[src/rtl/snake_state_updater_pkg.sv]
// Shared constants and types for the snake state updater: grid geometry,
// tail memory depth, direction codes and the reset head cell.
package snake_state_updater_pkg;

  localparam int GRID_WIDTH  = 40;
  localparam int GRID_HEIGHT = 30;
  localparam int MAX_TAILS   = 64;
  localparam int WORD_W      = 12;
  localparam int ADDR_W      = $clog2(MAX_TAILS);

  localparam logic [WORD_W-1:0] RESET_HEAD_POS = WORD_W'(15 * GRID_WIDTH + 20);

  typedef enum logic [1:0] {
    DIR_UP    = 2'b00,
    DIR_RIGHT = 2'b01,
    DIR_DOWN  = 2'b10,
    DIR_LEFT  = 2'b11
  } dir_t;

  typedef enum logic [1:0] {
    IDLE   = 2'b00,
    HEAD   = 2'b01,
    SHIFT  = 2'b10,
    COMMIT = 2'b11
  } state_t;

  // Opposite directions differ only in the upper code bit.
  function automatic logic is_opposite(input dir_t a, input dir_t b);
    return (2'(a) ^ 2'(b)) == 2'b10;
  endfunction

endpackage

[src/rtl/snake_state_updater_grid_step.sv]
// One-cell move on the playfield with wrap-around at every edge.
module grid_step
  import snake_state_updater_pkg::*;
(
  input  logic [WORD_W-1:0] pos,
  input  dir_t              dir,
  output logic [WORD_W-1:0] next_pos
);

  localparam logic [WORD_W-1:0] ROW_STEP = WORD_W'(GRID_WIDTH);
  localparam logic [WORD_W-1:0] COL_SPAN = WORD_W'(GRID_WIDTH - 1);
  localparam logic [WORD_W-1:0] ROW_SPAN = WORD_W'((GRID_HEIGHT - 1) * GRID_WIDTH);

  logic [WORD_W-1:0] col;
  logic              top_row;
  logic              bottom_row;
  logic              left_col;
  logic              right_col;

  assign col        = pos % ROW_STEP;
  assign top_row    = (pos < ROW_STEP);
  assign bottom_row = (pos >= ROW_SPAN);
  assign left_col   = (col == '0);
  assign right_col  = (col == COL_SPAN);

  always_comb begin
    next_pos = pos;
    unique case (dir)
      DIR_UP:    next_pos = top_row    ? pos + ROW_SPAN : pos - ROW_STEP;
      DIR_RIGHT: next_pos = right_col  ? pos - COL_SPAN : pos + WORD_W'(1);
      DIR_DOWN:  next_pos = bottom_row ? pos - ROW_SPAN : pos + ROW_STEP;
      DIR_LEFT:  next_pos = left_col   ? pos + COL_SPAN : pos - WORD_W'(1);
      default:   next_pos = pos;
    endcase
  end

endmodule

[src/rtl/snake_state_updater.sv]
// Snake move engine: on each accepted game tick computes the new head, shifts
// the tail memory one entry per cycle, detects self-collision and apple eats.
//
// state  | meaning
// IDLE   | outputs consistent, waiting for game_tick
// HEAD   | compute next head, grow flag and shift start pointer
// SHIFT  | move tail entries down one slot per cycle, check collision
// COMMIT | publish head, tail count, eat pulse and game_over
module snake_state_updater
  import snake_state_updater_pkg::*;
(
  input  logic              clk,
  input  logic              reset_n,
  input  logic              game_tick,
  input  logic [1:0]        dir,
  input  logic [WORD_W-1:0] apple_pos,
  input  logic [ADDR_W-1:0] value_addr,
  output logic [WORD_W-1:0] cur_tail_pos,
  output logic [WORD_W-1:0] snake_head_pos,
  output logic [ADDR_W:0]   num_tails,
  output logic              calculation_finished,
  output logic              apple_eaten,
  output logic              game_over
);

  state_t            state;
  state_t            state_nx;
  dir_t              cur_dir;
  logic [WORD_W-1:0] step_pos;
  logic [WORD_W-1:0] next_head;
  logic              grow;
  logic              eat;
  logic              collision;
  logic [ADDR_W-1:0] ptr;
  logic [ADDR_W-1:0] ptr_start;
  logic [ADDR_W-1:0] rd_addr;
  logic [WORD_W-1:0] rd_data;
  logic              accept;

  logic              load_head;
  logic              mem_we;
  logic [WORD_W-1:0] mem_wdata;
  logic              coll_hit;
  logic              do_commit;

  logic [WORD_W-1:0] tail_mem [MAX_TAILS];

  assign accept = (state == IDLE) && game_tick && !game_over;

  grid_step u_grid_step (
    .pos      (snake_head_pos),
    .dir      (cur_dir),
    .next_pos (step_pos)
  );

  assign ptr_start = (num_tails >= (ADDR_W+1)'(MAX_TAILS - 1)) ? ADDR_W'(MAX_TAILS - 1)
                                                               : num_tails[ADDR_W-1:0];

  // The internal port always reads the entry just below the write pointer.
  assign rd_addr      = ptr - ADDR_W'(1);
  assign rd_data      = tail_mem[rd_addr];
  assign cur_tail_pos = tail_mem[value_addr];

  always_ff @(posedge clk or negedge reset_n) begin
    if (!reset_n) state <= IDLE;
    else          state <= state_nx;
  end

  always_comb begin
    state_nx = state;
    unique case (state)
      IDLE:    if (accept) state_nx = HEAD;
      HEAD:    state_nx = SHIFT;
      SHIFT:   if (ptr == '0) state_nx = COMMIT;
      COMMIT:  state_nx = IDLE;
      default: state_nx = IDLE;
    endcase
  end

  // Entry rd_addr is compared as it moves; only cells still occupied after
  // this move count, so the oldest tail is skipped unless the snake grows.
  always_comb begin
    load_head = 1'b0;
    mem_we    = 1'b0;
    mem_wdata = rd_data;
    coll_hit  = 1'b0;
    do_commit = 1'b0;
    unique case (state)
      HEAD:   load_head = 1'b1;
      SHIFT: begin
        mem_we    = 1'b1;
        mem_wdata = (ptr == '0) ? snake_head_pos : rd_data;
        coll_hit  = (ptr != '0)
                 && ({1'b0, ptr} < (num_tails + (ADDR_W+1)'(grow)))
                 && (rd_data == next_head);
      end
      COMMIT: do_commit = 1'b1;
      default: ;
    endcase
  end

  always_ff @(posedge clk or negedge reset_n) begin
    if (!reset_n) begin
      cur_dir              <= DIR_RIGHT;
      snake_head_pos       <= RESET_HEAD_POS;
      num_tails            <= '0;
      calculation_finished <= 1'b1;
      apple_eaten          <= 1'b0;
      game_over            <= 1'b0;
      next_head            <= '0;
      grow                 <= 1'b0;
      eat                  <= 1'b0;
      collision            <= 1'b0;
      ptr                  <= '0;
    end else begin
      apple_eaten <= 1'b0;
      if (accept) begin
        calculation_finished <= 1'b0;
        collision            <= 1'b0;
        if (!is_opposite(dir_t'(dir), cur_dir)) cur_dir <= dir_t'(dir);
      end
      if (load_head) begin
        next_head <= step_pos;
        eat       <= (step_pos == apple_pos);
        grow      <= (step_pos == apple_pos) && (num_tails < (ADDR_W+1)'(MAX_TAILS));
        ptr       <= ptr_start;
      end
      if (mem_we) begin
        ptr <= ptr - ADDR_W'(1);
        if (coll_hit) collision <= 1'b1;
      end
      if (do_commit) begin
        snake_head_pos       <= next_head;
        num_tails            <= num_tails + (ADDR_W+1)'(grow);
        apple_eaten          <= eat;
        game_over            <= game_over | collision;
        calculation_finished <= 1'b1;
      end
    end
  end

  // Tail contents are intentionally not reset; num_tails qualifies them.
  always_ff @(posedge clk) begin
    if (mem_we) tail_mem[ptr] <= mem_wdata;
  end

endmodule
[config.mk]
export PLATFORM = sky130hd
export DESIGN_NAME = snake_state_updater
export DESIGN_NICKNAME = d
export VERILOG_FILES = /design/src/rtl/snake_state_updater_pkg.sv /design/src/rtl/snake_state_updater_grid_step.sv /design/src/rtl/snake_state_updater.sv
export SDC_FILE = /design/constraint.sdc
export NUM_CORES = 1
export LEC_CHECK = 0
export CORE_AREA = 5 5 334 336
export DETAILED_ROUTE_END_ITERATION = 10
export DIE_AREA = 0 0 339 341
export PLACE_DENSITY = 0.61
export SYNTH_ARGS = -nofsm -noshare
export SYNTH_HDL_FRONTEND = slang
export SYNTH_HIERARCHICAL = 1
export SYNTH_SLANG_ARGS = --single-unit
[constraint.sdc]
create_clock -name clk -period 9.3 [get_ports clk]
set_input_delay 0.93 -clock clk [delete_from_list [all_inputs] [get_ports clk]]
set_output_delay 0.93 -clock clk [all_outputs]
set_load 0.02 [all_outputs]
==> metrics.log, run 1 <==
[metrics] outcome: finished clean
[metrics] clock latency at the later pin of the worst-skew pair: 0.66 ns
[metrics] CP endpoint kind: flop
[metrics] post-CTS setup repair buffer count: 0
[metrics] vias after detailed routing: 25.1k
[metrics] kind of critical path: reg2reg
[metrics] top cells by area in the synthesized netlist: edfxtp_1 56%, mux4_2 24%, dfrtp_1 2.4%
[metrics] Final min period: 8.28 ns
[metrics] count of clock tree sinks: 815
[metrics] mean number of vias per cell: 6.43
[metrics] Worst-Margin Slew: 1.31 ns
[metrics] buffers added on ports: 56
[metrics] length of routed met3 wiring: 13800 um
[metrics] reg2reg setup slack: 1.02 ns
[metrics] Max stage delay cell, worst path: dfstp_2
[metrics] logic depth of the worst register-to-register path: 31
[metrics] effective utilization at floorplan: 37.8%
[metrics] headroom to the max-slew limit: 12.9%
[metrics] worst path required time: 9.85 ns
[metrics] highest metal used: met5
[metrics] Async S/R FF share, synth: 5.77%
[metrics] Mean Syn Cell Area: 17.4 um^2
[metrics] cell count after synthesis: 2352
[metrics] Fin Clk Skew: 0.0435 ns
[metrics] global-route wire length before repair: 179000 um
[metrics] root buffer cell: clkbuf_16
[metrics] iteration-0 DRC count of the detailed router: 3218
[metrics] Warnings, synthesis: 6
[metrics] Die X-Extent: 339 um
[metrics] library cell with the largest summed area after synthesis: edfxtp_1
[metrics] Crit path top cell by count: a21oi_1
[metrics] routability-driven placement congestion ratio: 0.880
[metrics] wire length per cell: 32.0 um
[metrics] global-route congestion overflow total: 0
[metrics] final-report hold violation count: 0
[metrics] post-synth cell types: 97
[metrics] Max-Cap Viols: 0
[metrics] CTS Buffer Depth: 3
[metrics] delay-heaviest family, CP: compound AO/OA/AOI/OAI gates
[metrics] register clock-pin slew on the reported worst setup and hold paths: 0.06 ns
[metrics] HPWL after DPL: 76200 um
[metrics] main flop type after synthesis: edfxtp_1
[metrics] overall track demand over capacity in global routing: 21.1%
[metrics] worst hold-check path type: in2async
[metrics] floorplan core area: 108000 um^2
[metrics] arrival time worst endpoint: 8.83 ns
[metrics] share of post-route cells with drive strength above 1: 30.2%
[metrics] crit share post-route: 89.0%
[metrics] most numerous cell types in the synthesized netlist: 768 x edfxtp_1, 429 x mux4_2, 151 x nand2_1, 123 x nor2_1, 80 x clkbuf_1
[metrics] number of buffers inserted for hold repair after clock tree synthesis: 0
[metrics] clock buffer count from CTS: 87
[metrics] met2 WL post-DR: 57400 um
[metrics] antenna viol nets, final: 0
[metrics] number of storage elements in the synthesis netlist: 815
[metrics] Crit Reg-Reg Startpoint: snake_head_pos[3]
[metrics] setup TNS: 0 ns
[metrics] max-slew violation total from the final report: 0
[metrics] Setup-failing EPs final: 0
[metrics] CTS H-tree depth: 3
[metrics] combined buffer and inverter count along the critical path: 1
[metrics] drc violations: 0
[metrics] utilization after layout: 42.7%
[metrics] overall die area: 116000 um^2
[metrics] maximum fanout encountered on the critical timing path: 15
[metrics] Setup crit start kind: flop
[metrics] fin nets: 2460
[metrics] area share of the leading cell type in the synthesized netlist: 56.4%
[metrics] total nets after synthesis: 2403
[metrics] height of the chip: 341 um
[metrics] RSZ-0062 raised after global routing: no
[metrics] timing-limited maximum frequency: 121 MHz
[metrics] routed wire length: 125000 um
[metrics] worst flop-to-flop path endpoint: grow
[metrics] via count of the first global-routing pass: 24.8k
[metrics] antenna violations before repair: 2
[metrics] Resized Gates After CTS: 0
[metrics] growth of design area from synthesis to finish: 13.0%
[metrics] portion of the post-synthesis area used by sequential elements: 59.3%
[metrics] delay of the slowest cell on the worst path: 0.70 ns
[metrics] mapped cell area: 40900 um^2
[metrics] Pre-Repair DR Iteration Count: 7
[metrics] total routed wire length on the met1 layer: 49200 um
[metrics] Post-synth EDFFs: 768
[metrics] top-count cell post-synth: edfxtp_1
[metrics] row cnt: 121
[metrics] total I/O pin count: 57
[metrics] pin count of the biggest net entering global routing: 158
[metrics] clock tree from TritonCTS: built
## metal layers
layer  vias up  global-route usage (%)
li1       9912                       -
met1     13288                    29.2
met2      1622                    33.0
met3       246                    5.78
met4         2                    6.49
met5         -                       0
## worst register-to-register path, delay by kind of cell (launching register included)
kind,cells,cell delay [ns]
AOI/OAI and AO/OA,18,3.72
xor gates and xnor gates,2,0.20
adders and majority gates,2,0.71
buffers and inverters,1,0.17
DFF,1,0.70
muxes,1,0.38
and+or+nand+nor,7,2.32
## metrics by stage
| stage | hold WS (ns) | worst slack [ns] | std cells | cell area [um^2] |
|---|---|---|---|---|
| final | 0.386 | 1.02 | 3899 | 46200 |
| after global routing | 0.443 | 0.266 | 3894 | 46200 |
| after CTS | 0.392 | 1.07 | 3894 | 46200 |
| after detailed placement | 0.478 | 1.08 | 3734 | 43300 |
| after global placement | 0.464 | 1.31 | 3734 | 43300 |
| after floorplan | 0.449 | 2.41 | 2352 | 40900 |
## cells by family after synthesis
| family | share of synthesized area, % |
|---|---|
| DFF | 59.3 |
| xor gates and xnor gates | 1.38 |
| buffers and inverters | 2.34 |
| adders and majority gates | 0.875 |
| muxes | 26.5 |
| AOI/OAI and AO/OA | 3.98 |
| and+or+nand+nor | 5.56 |
## flip-flops by register name, summed over array words and instances, names as in the netlist
name / cells
tail_mem: 768
next_head: 12
snake_head_pos: 12
num_tails: 7
ptr: 6
cur_dir: 2
state: 2
apple_eaten: 1
calculation_finished: 1
collision: 1
eat: 1
game_over: 1
grow: 1
## worst max path at each step
stage                                  from   end  cells after the start
final                     snake_head_pos[3]  grow                     31
after global placement    snake_head_pos[3]  grow                     31
after detailed placement  snake_head_pos[3]  grow                     31
after CTS                 snake_head_pos[3]  grow                     31
after floorplan           snake_head_pos[3]  grow                     32
after global routing      snake_head_pos[4]  grow                     31
## final cells by class
cell class	instances	area (um^2)
Fill cell	9376	62000
Sequential cell	815	24300
Multi-Input combinational cell	1335	15900
Clock buffer	106	2290
Tap cell	1414	1770
Timing Repair Buffer	144	1280
Clock inverter	54	592
Inverter	26	97.6
Antenna cell	5	12.5
## cells in the final DEF (no fill, tap or decap), drive strengths merged, types with 7 or more instances in the layout
cell type / instances
edfxtp: 768
mux4: 430
nand2: 153
nor2: 124
clkbuf: 107
buf: 92
nand3: 74
mux2i: 72
a21oi: 56
clkdlybuf4s50: 51
o21ai: 41
dfrtp: 40
mux2: 39
nor3: 39
clkinv: 39
xnor2: 34
inv: 28
ha: 27
xor2: 26
nand4: 24
a21o: 14
a211oi: 12
bufinv: 11
a31oi: 11
nor4: 10
nor2b: 9
and2: 8
o211ai: 8
nand2b: 7
dfstp: 7
o21a: 7
a2111oi: 7
Power of run 1 is not shown: default switching activity piles up to over one toggle a cycle in this logic, so the estimate is an artifact.
==> run 2: changes to the inputs <==
--- a/config.mk
+++ b/config.mk
@@ -5,9 +5,9 @@
 export SDC_FILE = /design/constraint.sdc
 export NUM_CORES = 1
 export LEC_CHECK = 0
-export CORE_AREA = 5 5 334 336
+export CORE_AREA = 5 5 430 263
 export DETAILED_ROUTE_END_ITERATION = 10
-export DIE_AREA = 0 0 339 341
+export DIE_AREA = 0 0 435 268
 export PLACE_DENSITY = 0.61
 export SYNTH_ARGS = -nofsm -noshare
 export SYNTH_HDL_FRONTEND = slang
==> run 2 against run 1 <==
Critical path depth did not move. Die area rose by 0.85%. Worst hold slack got worse by 0.017 ns. Register-to-register slack got worse by 0.18 ns. Cell count rose by 0.44%. Fmax fell by 2.1%. Critical endpoint unchanged.
==> metrics.log, run 2 (synthesis results as in run 1) <==
[metrics] post-CTS setup repair buffer count: 0 (unchanged)
[metrics] buffers added on ports: 56 (unchanged)
[metrics] logic depth of the worst register-to-register path: 31 (unchanged)
[metrics] Crit Reg-Reg Startpoint: snake_head_pos[3]
[metrics] iteration-0 DRC count of the detailed router: 3494 (+8.6%)
[metrics] worst path required time: 9.89 ns (+0.04 ns)
[metrics] Setup crit start kind: flop
[metrics] drc violations: 0 (unchanged)
[metrics] count of clock tree sinks: 815 (unchanged)
[metrics] final-report hold violation count: 0 (unchanged)
[metrics] clock tree from TritonCTS: built
[metrics] register bank with the most flops: tail_mem
[metrics] max reg flops: 768 (unchanged)
[metrics] overall track demand over capacity in global routing: 21.9% (+0.74 points)
[metrics] height of the chip: 268 um (-21%)
[metrics] worst hold-check path type: in2async
[metrics] register clock-pin slew on the reported worst setup and hold paths: 0.07 ns (about the same)
[metrics] via count of the first global-routing pass: 24.8k (-0.13%)
[metrics] Max stage delay cell, worst path: dfstp_2
[metrics] max-slew violation total from the final report: 0 (unchanged)
[metrics] largest registers in the final layout: tail_mem (768), next_head (12), snake_head_pos (12)
[metrics] clock latency at the later pin of the worst-skew pair: 0.68 ns (+0.02 ns)
[metrics] wire length per cell: 33.0 um (+3.1%)
[metrics] mean number of vias per cell: 6.47 (+0.60%)
[metrics] pin count of the biggest net entering global routing: 143 (-9.5%)
[metrics] row cnt: 94 (-22%)
[metrics] CP endpoint kind: flop
[metrics] floorplan core area: 109000 um^2 (+0.29%)
[metrics] crit share post-route: 90.9% (+1.9 points)
[metrics] CTS Buffer Depth: 3 (unchanged)
[metrics] timing-limited maximum frequency: 118 MHz (-2.1%)
[metrics] arrival time worst endpoint: 9.05 ns (+0.22 ns)
[metrics] Final min period: 8.46 ns (+0.176 ns)
[metrics] Crit path top cell by count: a21oi_1
[metrics] vias after detailed routing: 25.3k (+1.0%)
[metrics] worst flop-to-flop path endpoint: grow
[metrics] overall die area: 117000 um^2 (+0.85%)
[metrics] reg2reg setup slack: 0.84 ns (-0.18 ns)
[metrics] headroom to the max-slew limit: 22.4% (+9.5 points)
[metrics] global-route wire length before repair: 185000 um (+3.1%)
[metrics] Worst-Margin Slew: 1.16 ns (-0.150 ns)
[metrics] kind of critical path: reg2reg
[metrics] final std cell area, no fill: 45900 um^2 (-0.59%)
[metrics] Pre-Repair DR Iteration Count: 6 (-1)
[metrics] antenna violations before repair: 9 (+7)
[metrics] root buffer cell: clkbuf_16
[metrics] delay of the slowest cell on the worst path: 0.71 ns (about the same)
[metrics] clock buffer count from CTS: 77 (-11%)
[metrics] effective utilization at floorplan: 37.7% (-0.11 points)
[metrics] fin nets: 2461 (+0.041%)
[metrics] RSZ-0062 raised after global routing: no
[metrics] growth of design area from synthesis to finish: 12.4%
[metrics] Max-Cap Viols: 0 (unchanged)
[metrics] post-placement cell area: 43400 um^2 (+0.28%)
[metrics] setup TNS: 0 ns (unchanged)
[metrics] CTS H-tree depth: 3 (unchanged)
[metrics] Die X-Extent: 435 um (+28%)
[metrics] most common cell after layout, fill and taps aside: edfxtp_1
[metrics] Fin Clk Skew: 0.0397 ns (-0.00389 ns)
[metrics] routability-driven placement congestion ratio: 0.884 (+0.44%)
[metrics] routed wire length: 129000 um (+3.5%)
[metrics] HPWL after DPL: 80900 um (+6.2%)
[metrics] total I/O pin count: 57 (unchanged)
[metrics] most used cells in the layout excluding fill and tap cells: 768 x edfxtp_1, 429 x mux4_2, 151 x nand2_1
[metrics] global-route congestion overflow total: 0 (unchanged)
[metrics] share of post-route cells with drive strength above 1: 30.0% (-0.25 points)
[metrics] maximum fanout encountered on the critical timing path: 15 (unchanged)
[metrics] Setup-failing EPs final: 0 (unchanged)
[metrics] outcome: finished clean
[metrics] antenna viol nets, final: 0 (unchanged)
## run 2: cell types whose count changed in the layout (fill, tap and decap cells not counted), sizes merged
cell / delta
clkbuf: -6
buf: +11
bufinv: -4
clkinv: -12
inv: +2
## run 2: worst max-delay path by stage
stage,from,endpoint,depth (start not counted)
floorplan,snake_head_pos[3],grow,32
global placement,snake_head_pos[3],grow,31
detailed placement,snake_head_pos[3],grow,31
CTS,snake_head_pos[3],grow,31
global route,snake_head_pos[3],grow,31
finish,snake_head_pos[3],grow,31
## run 2: final cells by class
class	count	area, um^2
fill	9433	62600
clock inverter	40	409
timing repair buffer	155	1380
sequential	815	24300
antenna	5	12.5
inverter	26	97.6
multi-input combinational	1335	15900
tap	1440	1800
clock buffer	100	2080
## run 2: worst max-delay path: cells and delay by family, from the launching register on
family                     cells  cell delay [ns]
AOI/OAI and AO/OA             17             3.86
xor gates and xnor gates       2             0.29
adders and majority gates      2             0.72
buffers and inverters          1             0.18
DFF                            1             0.71
muxes                          1             0.40
and+or+nand+nor                8             2.21
## run 2: repair_timing
item	in CTS	in global routing
resized for setup	0	1
setup endpoints to repair	0	1
hold buffers	0	0
## run 2: through the flow
step	hold slack [ns]	instances	utilization, %	setup slack, ns
finish	0.368	3916	42.3	0.844
global placement	0.475	3771	40.0	1.06
floorplan	0.449	2352	-	2.41
CTS	0.356	3911	42.3	0.826
detailed placement	0.478	3771	40.0	0.880
global route	0.408	3912	42.3	0.233
## run 2: per-layer routing
metal	vias up	GRT usage (%)	share of wire (%)
li1	9917	-	-
met1	13462	32.1	41
met2	1759	30.7	42
met3	190	8.41	14
met4	2	5.46	2.4
met5	-	0	0.010
Power of run 2 is left out for the same reason.
